<file path="config.mk">
export PLATFORM = sky130hd
export DESIGN_NAME = gem_fiber_in
export DESIGN_NICKNAME = d
export VERILOG_FILES = /design/src/rtl/gem_link_pkg.sv /design/src/rtl/gem_bx_seq_check.sv /design/src/rtl/gem_fiber_in.sv
export SDC_FILE = /design/constraint.sdc
export NUM_CORES = 1
export LEC_CHECK = 0
export CAP_MARGIN = 10
export CORE_ASPECT_RATIO = 0.6
export CORE_MARGIN = 2
export CORE_UTILIZATION = 25
export DETAILED_ROUTE_END_ITERATION = 12
export SETUP_SLACK_MARGIN = 0.4
export SLEW_MARGIN = 25
export SYNTH_ARGS = -nofsm -noshare
export SYNTH_HDL_FRONTEND = slang
export SYNTH_SLANG_ARGS = --single-unit
export TNS_END_PERCENT = 10
</file>
<file path="constraint.sdc">
create_clock -name TRG_CLK80 -period 3.1 [get_ports TRG_CLK80]
set_input_delay 0.465 -clock TRG_CLK80 [delete_from_list [all_inputs] [get_ports TRG_CLK80]]
set_output_delay 0.465 -clock TRG_CLK80 [all_outputs]
set_load 0.005 [all_outputs]
</file>
<file path="src/rtl/gem_link_pkg.sv">
// Shared definitions for the GEM trigger fiber link: K-codes, the link reset
// word, slot charisk patterns and the receive framer state encoding.
package gem_link_pkg;

    localparam logic [7:0]  K_BC = 8'hBC;
    localparam logic [7:0]  K_F7 = 8'hF7;
    localparam logic [7:0]  K_FB = 8'hFB;
    localparam logic [7:0]  K_FD = 8'hFD;
    localparam logic [7:0]  K_FC = 8'hFC;

    localparam logic [31:0] RESET_WORD = 32'h50BC50BC;
    localparam logic [3:0]  RESET_ISK  = 4'b0101;
    localparam logic [3:0]  ISK_A      = 4'b0000;
    localparam logic [3:0]  ISK_B      = 4'b0001;

    typedef enum logic [1:0] {ST_HUNT, ST_VERIFY, ST_LOCKED} link_state_t;
    typedef enum logic [1:0] {W_ILLEGAL, W_A, W_B, W_RESET} word_class_t;

    function automatic logic is_sep(input logic [7:0] k);
        return k inside {K_BC, K_F7, K_FB, K_FD, K_FC};
    endfunction

endpackage

</file>
<file path="src/rtl/gem_bx_seq_check.sv">
// Maps bunch separator K-codes to a 2-bit index and checks that consecutive
// separators follow the BC, F7, FB, FD rotation (FC takes a slot unchecked).
module gem_bx_seq_check
    import gem_link_pkg::*;
(
    input  logic       TRG_CLK80,
    input  logic       TRG_RST_N,
    input  logic       restart,
    input  logic       sep_vld,
    input  logic [7:0] sep,
    output logic [1:0] sep_idx,
    output logic       sep_is_fc,
    output logic       seq_err
);

    logic [1:0] exp_idx_q;
    logic       armed_q;

    always_comb begin
        sep_is_fc = (sep == K_FC);
        case (sep)
            K_BC:    sep_idx = 2'd0;
            K_F7:    sep_idx = 2'd1;
            K_FB:    sep_idx = 2'd2;
            default: sep_idx = 2'd3;
        endcase
        seq_err = sep_vld && armed_q && !sep_is_fc && (sep_idx != exp_idx_q);
    end

    // A mismatch resyncs to the received index, so one glitch costs one error.
    always_ff @(posedge TRG_CLK80 or negedge TRG_RST_N) begin
        if (!TRG_RST_N) begin
            exp_idx_q <= 2'd0;
            armed_q   <= 1'b0;
        end else if (restart) begin
            armed_q   <= 1'b0;
        end else if (sep_vld) begin
            if (sep_is_fc) begin
                exp_idx_q <= exp_idx_q + 2'd1;
            end else begin
                exp_idx_q <= sep_idx + 2'd1;
                armed_q   <= 1'b1;
            end
        end
    end

endmodule

</file>
<file path="src/rtl/gem_fiber_in.sv">
// Receive framer for the GEM trigger fiber: locks onto the A/B word pairing,
// rebuilds the 56-bit cluster word and reports link resets and errors.
module gem_fiber_in
    import gem_link_pkg::*;
#(
    parameter int LOCK_FRAMES   = 8,
    parameter int UNLOCK_FRAMES = 4
) (
    input  logic        TRG_CLK80,
    input  logic        TRG_RST_N,
    input  logic [31:0] RX_DATA,
    input  logic [3:0]  RX_ISK,
    input  logic        RX_VALID,
    input  logic        ERR_CNT_CLR,
    output logic [55:0] GEM_DATA,
    output logic        GEM_OVERFLOW,
    output logic        DATA_VALID,
    output logic [1:0]  BX_SEQ,
    output logic        LOCKED,
    output logic        RST_SEEN,
    output logic        SEQ_ERR,
    output logic        FRAME_ERR,
    output logic [15:0] ERR_CNT
);

    localparam logic [7:0] LOCK_N   = 8'(LOCK_FRAMES);
    localparam logic [7:0] UNLOCK_N = 8'(UNLOCK_FRAMES);

    word_class_t cls;
    link_state_t state_q, state_d;
    logic        expect_b_q, expect_b_d;
    logic        a_ok_q;
    logic [31:0] a_hold_q;
    logic [7:0]  good_cnt_q, good_cnt_d;
    logic [7:0]  bad_cnt_q, bad_cnt_d;
    logic        frame_a, frame_b, struct_good, frame_good, frame_bad, slot_bad;
    logic        dv_c, frame_err_c, restart;
    logic        seq_err, sep_is_fc;
    logic [1:0]  sep_idx;

    logic [55:0] gem_data_p1;
    logic        overflow_p1, dv_p1, rst_seen_p1, seq_err_p1, frame_err_p1;
    logic [1:0]  bx_seq_p1;
    logic [15:0] err_cnt_p1;

    always_comb begin
        cls = W_ILLEGAL;
        if (RX_VALID) begin
            if (RX_DATA == RESET_WORD && RX_ISK == RESET_ISK)
                cls = W_RESET;
            else if (RX_ISK == ISK_B && is_sep(RX_DATA[7:0]))
                cls = W_B;
            else if (RX_ISK == ISK_A)
                cls = W_A;
        end
    end

    assign frame_a     = (state_q != ST_HUNT) && !expect_b_q;
    assign frame_b     = (state_q != ST_HUNT) && expect_b_q;
    assign struct_good = frame_b && a_ok_q && (cls == W_B);
    assign frame_good  = struct_good && !seq_err;
    assign frame_bad   = frame_b && !frame_good;
    assign slot_bad    = (frame_a && cls != W_A) || (frame_b && !struct_good);
    assign restart     = (state_q == ST_HUNT) || (cls == W_RESET);

    gem_bx_seq_check u_seq (
        .TRG_CLK80 (TRG_CLK80),
        .TRG_RST_N (TRG_RST_N),
        .restart   (restart),
        .sep_vld   (struct_good),
        .sep       (RX_DATA[7:0]),
        .sep_idx   (sep_idx),
        .sep_is_fc (sep_is_fc),
        .seq_err   (seq_err)
    );

    // Once framed the phase free-runs; only HUNT derives it from the data.
    always_comb begin
        state_d     = state_q;
        expect_b_d  = !expect_b_q;
        good_cnt_d  = good_cnt_q;
        bad_cnt_d   = bad_cnt_q;
        dv_c        = 1'b0;
        frame_err_c = 1'b0;
        case (state_q)
            ST_HUNT: begin
                if (cls == W_B) begin
                    state_d    = ST_VERIFY;
                    expect_b_d = 1'b0;
                    good_cnt_d = 8'd0;
                end
            end
            ST_VERIFY: begin
                if (slot_bad) begin
                    state_d = ST_HUNT;
                end else if (frame_good) begin
                    good_cnt_d = good_cnt_q + 8'd1;
                    if (good_cnt_q + 8'd1 == LOCK_N) begin
                        state_d   = ST_LOCKED;
                        bad_cnt_d = 8'd0;
                    end
                end
            end
            ST_LOCKED: begin
                if (frame_bad) begin
                    frame_err_c = 1'b1;
                    bad_cnt_d   = bad_cnt_q + 8'd1;
                    if (bad_cnt_q + 8'd1 == UNLOCK_N)
                        state_d = ST_HUNT;
                end else if (frame_good) begin
                    dv_c      = 1'b1;
                    bad_cnt_d = 8'd0;
                end
            end
            default: state_d = ST_HUNT;
        endcase
        if (cls == W_RESET) begin
            state_d     = ST_HUNT;
            bad_cnt_d   = bad_cnt_q;
            dv_c        = 1'b0;
            frame_err_c = 1'b0;
        end
    end

    always_ff @(posedge TRG_CLK80 or negedge TRG_RST_N) begin
        if (!TRG_RST_N) begin
            state_q    <= ST_HUNT;
            expect_b_q <= 1'b0;
            good_cnt_q <= 8'd0;
            bad_cnt_q  <= 8'd0;
            a_ok_q     <= 1'b0;
            a_hold_q   <= 32'd0;
        end else begin
            state_q    <= state_d;
            expect_b_q <= expect_b_d;
            good_cnt_q <= good_cnt_d;
            bad_cnt_q  <= bad_cnt_d;
            if (frame_a) begin
                a_ok_q <= (cls == W_A);
                if (cls == W_A)
                    a_hold_q <= RX_DATA;
            end
        end
    end

    // Output stage: everything below reflects the word of the previous cycle.
    always_ff @(posedge TRG_CLK80 or negedge TRG_RST_N) begin
        if (!TRG_RST_N) begin
            gem_data_p1  <= 56'd0;
            overflow_p1  <= 1'b0;
            bx_seq_p1    <= 2'd0;
            dv_p1        <= 1'b0;
            rst_seen_p1  <= 1'b0;
            seq_err_p1   <= 1'b0;
            frame_err_p1 <= 1'b0;
        end else begin
            dv_p1        <= dv_c;
            rst_seen_p1  <= (cls == W_RESET);
            seq_err_p1   <= seq_err;
            frame_err_p1 <= frame_err_c;
            if (struct_good) begin
                gem_data_p1 <= {a_hold_q, RX_DATA[31:8]};
                overflow_p1 <= sep_is_fc;
                if (!sep_is_fc)
                    bx_seq_p1 <= sep_idx;
            end
        end
    end

    always_ff @(posedge TRG_CLK80 or negedge TRG_RST_N) begin
        if (!TRG_RST_N)
            err_cnt_p1 <= 16'd0;
        else if (ERR_CNT_CLR)
            err_cnt_p1 <= 16'd0;
        else if (frame_err_c && err_cnt_p1 != 16'hFFFF)
            err_cnt_p1 <= err_cnt_p1 + 16'd1;
    end

    assign GEM_DATA     = gem_data_p1;
    assign GEM_OVERFLOW = overflow_p1;
    assign DATA_VALID   = dv_p1;
    assign BX_SEQ       = bx_seq_p1;
    assign LOCKED       = (state_q == ST_LOCKED);
    assign RST_SEEN     = rst_seen_p1;
    assign SEQ_ERR      = seq_err_p1;
    assign FRAME_ERR    = frame_err_p1;
    assign ERR_CNT      = err_cnt_p1;

endmodule

</file>
# Word level (Yosys, flattened, before mapping)
# Index checks and enable logic that the tools add are counted.
dict set report totals {
  output_inout_bits 80
  ff_bits 134
  in_bits 40
  elab_cells 127
}
dict set report classes {
  n_mux 38
  reduce_logical 36
  eq_ne 29
  bitwise_logic 3
  addsub 5
}
# operator count
set ops {}
lappend ops {{$mux 8} 8}
lappend ops {{$eq 8x8->1 const B} 5}
lappend ops {{$eq 32x31->1 const B} 1}
lappend ops {{$mux 16} 2}
lappend ops {{$pmux 8 s2} 2}
lappend ops {{$mux 2} 11}
lappend ops {{$add 16x1->16 const B} 1}
lappend ops {{$add 8x1->8 const B} 2}
lappend ops {{$ne 16x16->1 const B} 1}
lappend ops {{$logic_and 1x1->1} 14}
lappend ops {{$mux 1} 13}
lappend ops {{$pmux 2 s3} 2}
lappend ops {{$ne 2x2->1 const B} 5}
lappend ops {{$reduce_bool 2->1} 5}
lappend ops {{$ne 3x1->1 const B} 3}
lappend ops {{$eq 8x3->1 const B} 1}
lappend ops {{$eq 8x4->1 const B} 1}
lappend ops {{$ne 4x4->1 const B} 2}
lappend ops {{$reduce_and 2->1} 4}
lappend ops {{$eq 2x2->1 const B} 3}
lappend ops {{$reduce_and 6->1} 1}
lappend ops {{$logic_not 1->1} 5}
lappend ops {{$reduce_and 5->1} 1}
lappend ops {{$reduce_bool 5->1} 1}
lappend ops {{12 further kinds} 17}

# Logic depth before layout (Yosys ltp)
# Gate-level depths: netlist of the first run.
dict set report depth {
  word_depth 21
  mapped_depth 10
  depth_no_buf 8
}

# Modules after synthesis
# A second synthesis of the first run with hierarchy kept.
dict set report unflattened {
  hier_cells 496
  area_unflattened_um2 6180.9
}
# module seq_area_each_um2 area_per_inst_um2 n_inst cells_each
set by_module_without_submodules {}
lappend by_module_without_submodules {gem_fiber_in 3278.1 5915.7 1 468}
lappend by_module_without_submodules {gem_bx_seq_check 75.1 265.3 1 28}

# Least setup slack after synthesis of the first run
# No wires, ideal clock.
dict set report synth_path {
  path_type {in2reg}
  startpoint {in RX_DATA[6]}
  endpoint {reg state_q[0]}
  setup_slack_ps 454
  cell_stages 9
  t_required_ps 2975
  n_path_buf 2
  setup_time_ps 125
  arrival_ps 2521
  cell_sequence {clkbuf_1 and4b_1 a211oi_1 or4_1 clkbuf_1 a2111oi_4 nand2_1 a211o_1 mux2_4}
}
dict set report synth_between {
  elab_chain_cells 17
  word_cells_on_any_way 39
  classes_between {15 x eq/ne; 7 x mux; 17 x reduce/logical}
}
# element line_no
set synth_lines {}
lappend synth_lines {{start, declared} gem_fiber_in.sv:11} ;# input logic [31:0] RX_DATA,
lappend synth_lines {{$eq 8x8->1, on equally long branches} {gem_link_pkg.sv:20, gem_bx_seq_check.sv:21, gem_bx_seq_check.sv:20}}
lappend synth_lines {{$reduce_bool 5->1} gem_link_pkg.sv:20} ;# return k inside {K_BC, K_F7, K_FB, K_FD, K_FC};
lappend synth_lines {{$logic_and 1x1->1} gem_fiber_in.sv:51} ;# else if (RX_ISK == ISK_B && is_sep(RX_DATA[7:0]))
lappend synth_lines {{$mux 2} gem_fiber_in.sv:51}
lappend synth_lines {{$mux 2} gem_fiber_in.sv:49} ;# if (RX_DATA == RESET_WORD && RX_ISK == RESET_ISK)
lappend synth_lines {{$mux 2} gem_fiber_in.sv:48} ;# if (RX_VALID) begin
lappend synth_lines {{$eq 2x2->1} {gem_fiber_in.sv:60, gem_fiber_in.sv:87}}
lappend synth_lines {{$logic_and 1x1->1} gem_fiber_in.sv:60} ;# assign struct_good = frame_b && a_ok_q && (cls == W_B);
lappend synth_lines {{$logic_and 1x1->1 (3 in a row)} gem_bx_seq_check.sv:27} ;# seq_err = sep_vld && armed_q && !sep_is_fc && (sep_idx != exp_idx_q);
lappend synth_lines {{$logic_not 1->1} gem_fiber_in.sv:61} ;# assign frame_good = struct_good && !seq_err;
lappend synth_lines {{$logic_and 1x1->1} gem_fiber_in.sv:61}
lappend synth_lines {{$logic_not 1->1} gem_fiber_in.sv:62} ;# assign frame_bad = frame_b && !frame_good;
lappend synth_lines {{$logic_and 1x1->1} gem_fiber_in.sv:62}
lappend synth_lines {{$ne 3x1->1 (no source line)} n/a}
lappend synth_lines {{$reduce_and 5->1 (no source line)} n/a}
lappend synth_lines {{end signal, assigned} gem_fiber_in.sv:134} ;# state_q <= state_d;
lappend synth_lines {{end, declared} gem_fiber_in.sv:30} ;# link_state_t state_q, state_d;
# Several ways; a longest one is shown, not always the timed one.
# A chain may end at the register's enable or synchronous reset.

# Worst setup path in the final report of the first run
# Ends and elaborated chain as after synthesis.

==> impl_results.md, run 1 <==
* 1st-iter DRT viols at 254
* CTS tree: yes
* Share of cells above drive strength 1 at 0.2982
* Slew of the pin with the lowest slew margin at ~840 ps
* Gr ovfl total at 0
* Initial antenna violation count at 0
* Arrival @ worst endpoint at between 2000 and 3000 ps
* Die area at ~26000 sq um
* Fin worst setup slack at slightly above 400 ps
* Synth Register Bits at ~130
* DR WL/cell at 15.52 um
* Diode count at 0
* Mapped cell area at slightly above 6000 sq um
* Routed wire length at approximately 16000 um
* CTS Sinks at 134
* Starting Density at 0.2535
* R2R Path End: state_q[0]
* Clock skew at slightly above 10 ps
* P&R area growth vs syn at 43.05%
* Hold Slack at 128.7 ps
* Unrepaired setup endpoints after global routing: yes
* CTS root buffer: clkbuf_16
* Final nets at roughly 700
* Post-DP HPWL at around 11000 um
* CP startpoint kind: primary input
* Post-synthesis sequential area ratio at 0.5486
* Crit path capture type: register
* First-pass GRT wire length at 25110 um
* Power per cell area at between 500 and 600 nW/um^2
* Worst IR drop on VDD at 0.0003131 V
* Number of H-tree levels at 4
* Worst R2R Start: good_cnt_q[0]
* Post-layout total power at roughly 4.6 mW
* Die width at 205.9 um
* FF-to-FF path depth at 8
* Via density at roughly 4.6
* Final Non-Filler Cells at around 1000
* Total track usage at 0.1269
* Syn_nets at approximately 560
* Inserted Clock Buffers at 17
* DRC violations left at 0
* CP max FO at 15
* Drt first pass iters at 6
* CTS Buffer Depth at 2
* Reg2reg setup slack at 500 ps
* Status: complete, no violations
* Class of the worst hold path: primary input to async pin
* Clock latency on the worst-skew pair at about 420 ps
* Synth async-reset ratio at 1.000
* Avg Inst Size Synth at 11.96 sq um
* Largest net degree at the start of global routing at 89
* Achievable frequency at 372.1 MHz
* Post-Syn Instances at a little over 500
* Setup violations, final at 0
* Clock slew seen by the registers of the worst setup and hold paths at 60 ps
* Max-cap viol count at 0
* Row count at 44
* EDFF count, synth at 0
* Final hold violations at 0
* Core ar. at around 24000 sq um
* Fin util at 0.3626
* Routed via count at 4596
* GP Congestion at 0.7993
* Post-layout min period at 2688 ps
* Synth Flop Type: dfrtp_1
* Rel. slew slack at 0.4404
* ANT nets after route at 0
* Yosys warns at 0
* Ports at 120
* Tcrit/Tclk final at 0.8670
* Die height at 125.1 um
* Pins Over Slew Limit at 0
* Placed cell count at 971
* Buffers on Ports at 119
* Place WS at -315.4 ps
* Crit path kind: primary input to register
* Leak at approximately 4.0 nW
* Vias in the first global route at roughly 4400
* CP Data Required Time at around 3400 ps
* Yosys cell types at 53
[state kept, by name, indices dropped and copies added, names as in the netlist]
name / cells
SEQ_ERR: 1
GEM_OVERFLOW: 1
RST_SEEN: 1
a_hold_q: 32
good_cnt_q: 8
u_seq.armed_q: 1
u_seq.exp_idx_q: 2
GEM_DATA: 56
DATA_VALID: 1
state_q: 2
ERR_CNT: 16
FRAME_ERR: 1
a_ok_q: 1
BX_SEQ: 2
bad_cnt_q: 8
expect_b_q: 1
[critical path, stage by stage]
cell	delay (ps)
clkdlybuf4s50_1	470
buf_6	150
buf_4	150
and4b_1	220
o211ai_2	130
xor2_2	170
o211ai_2	240
buf_4	250
nand2_1	70
a211o_1	350
mux2_4	300
[how the worst max path moves through the flow]
stage,startpoint,to,slack [ps]
finish,RX_DATA[6],state_q[0],410
global route,RX_DATA[6],state_q[0],340
CTS,RX_DATA[6],good_cnt_q[7],380
detailed placement,RX_DATA[17],ERR_CNT[5],-320
global placement,RX_DATA[17],ERR_CNT[5],-340
floorplan,RX_DATA[6],state_q[0],450
[report_power, final]
| group | internal, mW | switching (mW) |
|---|---|---|
| clock | 1.29 | 0.807 |
| combinational | 0.317 | 0.289 |
| sequential | 1.88 | 0.0609 |
[metal layers]
layer | global-route usage | part of all wire | vias up
met2 | 0.1672 | 0.40 | 89
met1 | 0.1922 | 0.54 | 2303
met4 | 0.04202 | 0.013 | 0
li1 | - | - | 2192
met5 | 0 | 0 | -
met3 | 0.04067 | 0.045 | 12
[layout by cell type, fill, tap and decap left out, types with 3 or more instances in the layout]
master and count:
and4b_1 3, nand4b_1 4, xnor2_1 8, clkinv_4 5, a211oi_1 4, nor2b_1 4, a31oi_1 6, nor4_1 3
buf_4 46, bufinv_16 3, nor2_1 32, a31o_2 4, and3_1 7, o211ai_1 3, nand2_1 32, nand3_1 26
clkbuf_16 17, clkdlybuf4s50_1 115, and2_1 3, o21ai_0 13, mux2_2 91, ha_1 6, nand4_1 8, inv_1 8
nand2b_1 9, dfrtp_1 134, a21oi_1 14, and4_1 3
[cells in the mapped netlist, drive strengths merged (3+ instances only)]
cell type,count,share of area
xnor2,9,0.013
inv,8,0.0049
o21ai,13,0.011
nor4bb,3,0.0049
dfrtp,134,0.55
a2111oi,3,0.0074
nand3,27,0.022
clkbuf,23,0.014
and3,8,0.0082
and4,3,0.0043
nor3,3,0.0025
nand4,8,0.0082
and2,4,0.0041
or3,4,0.0041
ha,6,0.012
a31oi,6,0.0061
nand4b,4,0.0057
buf,4,0.0033
a21oi,14,0.011
a211oi,7,0.0086
nor4,4,0.0041
o211ai,5,0.0078
and4b,3,0.0049
nor2,33,0.020
nand2,32,0.020
a31o,4,0.0057
nand2b,9,0.0092
nor2b,4,0.0041
a21boi,3,0.0037
or4b,4,0.0066
nor4b,3,0.0043
mux2,93,0.17
or4,3,0.0037
[kinds of logic (layout without fill, tap and decap cells)]
| logic type | count (synthesis) | count (layout) | share of synthesized area |
|---|---|---|---|
| compound gates | 67 | 67 | 0.07779 |
| buf+inv | 35 | 208 | 0.02231 |
| simple gates | 163 | 163 | 0.1474 |
| xor+xnor | 11 | 11 | 0.01576 |
| flops | 134 | 134 | 0.5486 |
| fa+ha+maj | 6 | 6 | 0.01228 |
| mux | 95 | 95 | 0.1758 |
[per-stage QoR]
step	TNS (ps)	cell area, sq um
6_report	0	8743
5_1_grt	0	8743
4_1_cts	0	8628
3_5_place_dp	-4185	7980
3_3_place_gp	-4988	7980
2_1_floorplan	0	6112
[area by class of cell]
class,count,area [sq um]
tap,322,402.9
clock inverter,14,176.4
inverter,8,30.03
sequential,134,3353
timing repair buffer,168,1593
clock buffer,18,439.2
fill,2386,15370
multi-input combinational,342,2749
[timing repair]
item,in CTS,in global routing
pin swaps,0,4
setup buffers,0,3
cloned,0,0
hold buffers,0,0
resized for setup,7,18
endpoints found under the setup margin,26,26
hold endpoints to repair,0,0
Power figures use the tool's default switching activity.
==> run 2: changes to the inputs <==
--- a/config.mk
+++ b/config.mk
@@ -10,8 +10,9 @@
 export CORE_MARGIN = 2
 export CORE_UTILIZATION = 25
 export DETAILED_ROUTE_END_ITERATION = 12
+export HOLD_SLACK_MARGIN = 0.12
 export SETUP_SLACK_MARGIN = 0.4
-export SLEW_MARGIN = 25
+export SLEW_MARGIN = 30
 export SYNTH_ARGS = -nofsm -noshare
 export SYNTH_HDL_FRONTEND = slang
 export SYNTH_SLANG_ARGS = --single-unit
==> results of run 2 <==
No change in the layout: final DEF, timing and power equal those of run 1.
==> run 3: changes to the inputs <==
--- a/config.mk
+++ b/config.mk
@@ -5,12 +5,14 @@
 export SDC_FILE = /design/constraint.sdc
 export NUM_CORES = 1
 export LEC_CHECK = 0
+export ABC_AREA = 1
 export CAP_MARGIN = 10
 export CORE_ASPECT_RATIO = 0.6
 export CORE_MARGIN = 2
-export CORE_UTILIZATION = 25
+export CORE_UTILIZATION = 45
 export DETAILED_ROUTE_END_ITERATION = 12
 export HOLD_SLACK_MARGIN = 0.12
+export PLACE_DENSITY = 0.71
 export SETUP_SLACK_MARGIN = 0.4
 export SLEW_MARGIN = 30
 export SYNTH_ARGS = -nofsm -noshare
==> impl_results.md, run 3 <==
* Status: complete, no violations
* Final Non-Filler Cells at 1091 (+8.4%)
* CTS root buffer: clkbuf_16
* Yosys top cell by area: dfrtp_1
* Power per cell area at 576.3 nW/um^2 (+8.5%)
* Max-cap viol count at 0 (unchanged)
* Final hold violations at 0 (unchanged)
* Via density at 4.819 (+5.5%)
* Max incr delay on CP at 500 ps (+30 ps)
* Commonest non-fill, non-tap cells in the layout: nand2_1, dfrtp_1, clkdlybuf4s50_1
* Tcrit/Tclk final at 0.7706 (-0.09631)
* Most common cell after layout, fill and taps aside: nand2_1
* Hold Slack at 465.7 ps (+337.0 ps)
* Share of cells above drive strength 1 at 0.06878 (-0.2295)
* Clock latency on the worst-skew pair at 420 ps (about the same)
* Synth Register Bits at 134 (unchanged)
* Number of H-tree levels at 4 (unchanged)
* Synth area leaders: dfrtp_1, nand2_1, o21ai_0, inv_1, nor2_1
* Setup violations, final at 0 (unchanged)
* Routed wire length at 15200 um (-2.7%)
* Gr ovfl total at 0 (unchanged)
* Crit path capture type: register
* Synth async-reset ratio at 1.000 (unchanged)
* Post-layout min period at 2389 ps (-298.5 ps)
* Placed cell count at 1058 (+9.0%)
* Total track usage at 0.2224 (+0.09552)
* Initial antenna violation count at 0 (unchanged)
* Row count at 33 (-25%)
* Post-cts sizing count at 0 (-7)
* Synth Flop Type: dfrtp_1
* FF-to-FF path depth at 10 (+2)
* Pins Over Slew Limit at 0 (unchanged)
* Synth Area in Simple Gates at 0.2727 (+0.1253)
* Class of the worst hold path: register to register
* Final Cell Area at 8310 sq um (-5.0%)
* Crit path kind: primary input to register
* CP max FO at 16 (+1)
* Post-Syn Instances at 782 (+53%)
* Fin worst setup slack at 711.0 ps (+298.5 ps)
* Post-Synth XOR/XNOR Area at 0.02788 (+0.01212)
* Final nets at 949 (+32%)
* Reg2reg setup slack at 730 ps (+230 ps)
* Arrival @ worst endpoint at 2690 ps (-300 ps)
* Syn_nets at 828 (+49%)
* Die width at 156.5 um (-24%)
* Rel. slew slack at 0.5018 (+0.06130)
* Buffers on Ports at 119 (unchanged)
* 1st-iter DRT viols at 356 (+40%)
* Post-synthesis sequential area ratio at 0.5338 (-0.01486)
* CTS tree: yes
* Leak at 4.046 nW (+2.1%)
* Fillers at 1141 (-52%)
* Ports at 120 (unchanged)
* Main combinational cell family by area after synthesis: simple AND/OR/NAND/NOR gates
* Clock slew seen by the registers of the worst setup and hold paths at 60 ps (about the same)
* Critical path, cell by cell: clkdlybuf4s50_1 > inv_2 > nand2_1 > nor2_1 > nand2_2 > nand4_1 > nand2_1 > nor3_4 > o21ai_4 > nand2_2 > nand3_2 > nand2_1 > o21ai_2
* Diode count at 0 (unchanged)
* Setup_tns at 0 ps (unchanged)
* Inserted Clock Buffers at 17 (unchanged)
* Largest net degree at the start of global routing at 81 (-9.0%)
* Compound-gate portion of the synthesized area at 0.08584 (+0.008050)
* First-pass GRT wire length at 25650 um (+2.2%)
* Unrepaired setup endpoints after global routing: yes
* Share of the synthesized area in the top cell type at 0.5338 (-0.01486)
* EDFF count, synth at 0 (unchanged)
* Achievable frequency at 418.6 MHz (+12%)
* Die area at 14950 sq um (-42%)
* Die height at 95.52 um (-24%)
* GP Congestion at 0.8708 (+8.9%)
* Top post-synthesis cells by count: nand2_1, dfrtp_1, inv_1, nor2_1, o21ai_0
* Post-DP HPWL at 10690 um (-3.5%)
* Post-DP Area at 7674 sq um (-3.8%)
* Post-layout total power at 4.789 mW (+3.2%)
* Core ar. at 13630 sq um (-43%)
* CP Data Required Time at 3400 ps (about the same)
* Post-Synth Adder-Cell Area at 0.01195 (-0.0003327)
* Cell with the most instances after synthesis: nand2_1
* CP startpoint kind: primary input
* Starting Density at 0.4611 (+0.2076)
* Drt first pass iters at 5 (-1)
* Post-CTS Setup Inserts at 0 (unchanged)
* Slew of the pin with the lowest slew margin at 745.2 ps (-94.18 ps)
* Avg Inst Size Synth at 8.034 sq um (-33%)
* P&R area growth vs syn at 32.28%
* DR WL/cell at 13.93 um (-10%)
* Clock skew at 10.28 ps (+0.05220 ps)
* Yosys warns at 0 (unchanged)
* Fin util at 0.6099 (+0.2473)
* Vias in the first global route at 5067 (+15%)
* Routed via count at 5257 (+14%)
* Max reg flops at 56 (unchanged)
* Worst IR drop on VDD at 0.0003664 V (+17%)
* Most used cell along the critical path: nand2_1
* ANT nets after route at 0 (unchanged)
* CTS Buffer Depth at 2 (unchanged)
* Place WS at 309.9 ps (+625.3 ps)
* Yosys cell types at 32 (-40%)
* Mapped cell area at 6282 sq um (+2.8%)
* DRC violations left at 0 (unchanged)
* Crit-path slowest cell: clkdlybuf4s50_1
* Hold Crit Depth at 2
* Multiplexer share of the synthesized area at 0 (-0.1758)
* CTS Sinks at 134 (unchanged)
-- run 3: cell type report --
type | instances | area, sq um | share of cell area
clock buffers | 18 | 439.2 | 0.05285
repair buffers | 129 | 1308 | 0.1573
clock inverters | 14 | 187.7 | 0.02258
inverters | 79 | 296.5 | 0.03568
well taps | 175 | 219.0 | 0.02635
flip-flops and latches | 134 | 3353 | 0.4035
multi-input cells | 542 | 2507 | 0.3017
-- run 3: what timing repair did --
action,4_1_cts,5_1_grt
endpoints found under the setup margin,0,1
hold buffers,1,0
endpoints found under the hold margin,74,0
-- run 3: worst paths after layout --
path / end / start
max in group asynchronous: GEM_DATA[17] / TRG_RST_N
min reg2reg: GEM_DATA[53] / a_hold_q[29]
max reg2reg: bad_cnt_q[0] / state_q[0]
max: bad_cnt_q[0] / RX_DATA[0]
min in group asynchronous: a_hold_q[16] / TRG_RST_N
min: GEM_DATA[53] / a_hold_q[29]
-- run 3: kinds of logic after synthesis --
| logic type | Yosys count |
|---|---|
| simple gates | 419 |
| compound gates | 97 |
| fa+ha+maj | 6 |
| flops | 134 |
| buf+inv | 106 |
| xor+xnor | 20 |
-- run 3: routing by layer --
layer / up-vias / track usage / wire length, um
li1: 2703 / - / -
met1: 2416 / 0.3337 / 7950
met2: 125 / 0.3260 / 6376
met3: 13 / 0.04364 / 743
met4: 0 / 0.06728 / 128
met5: - / 0 / 0
-- run 3: critical path, delay by kind of cell --
kind | cells | cell delay, ps
AO/OA/AOI/OAI | 2 | 200
buffers and inverters | 2 | 590
AND/OR/NAND/NOR | 9 | 1420
-- run 3: power by group --
group / switching, mW / total [mW] / internal [mW] / leakage (nW)
Combinational: 0.440 / 0.686 / 0.245 / 1.91
Sequential: 0.0848 / 1.97 / 1.88 / 1.83
Clock: 0.824 / 2.13 / 1.31 / 0.304
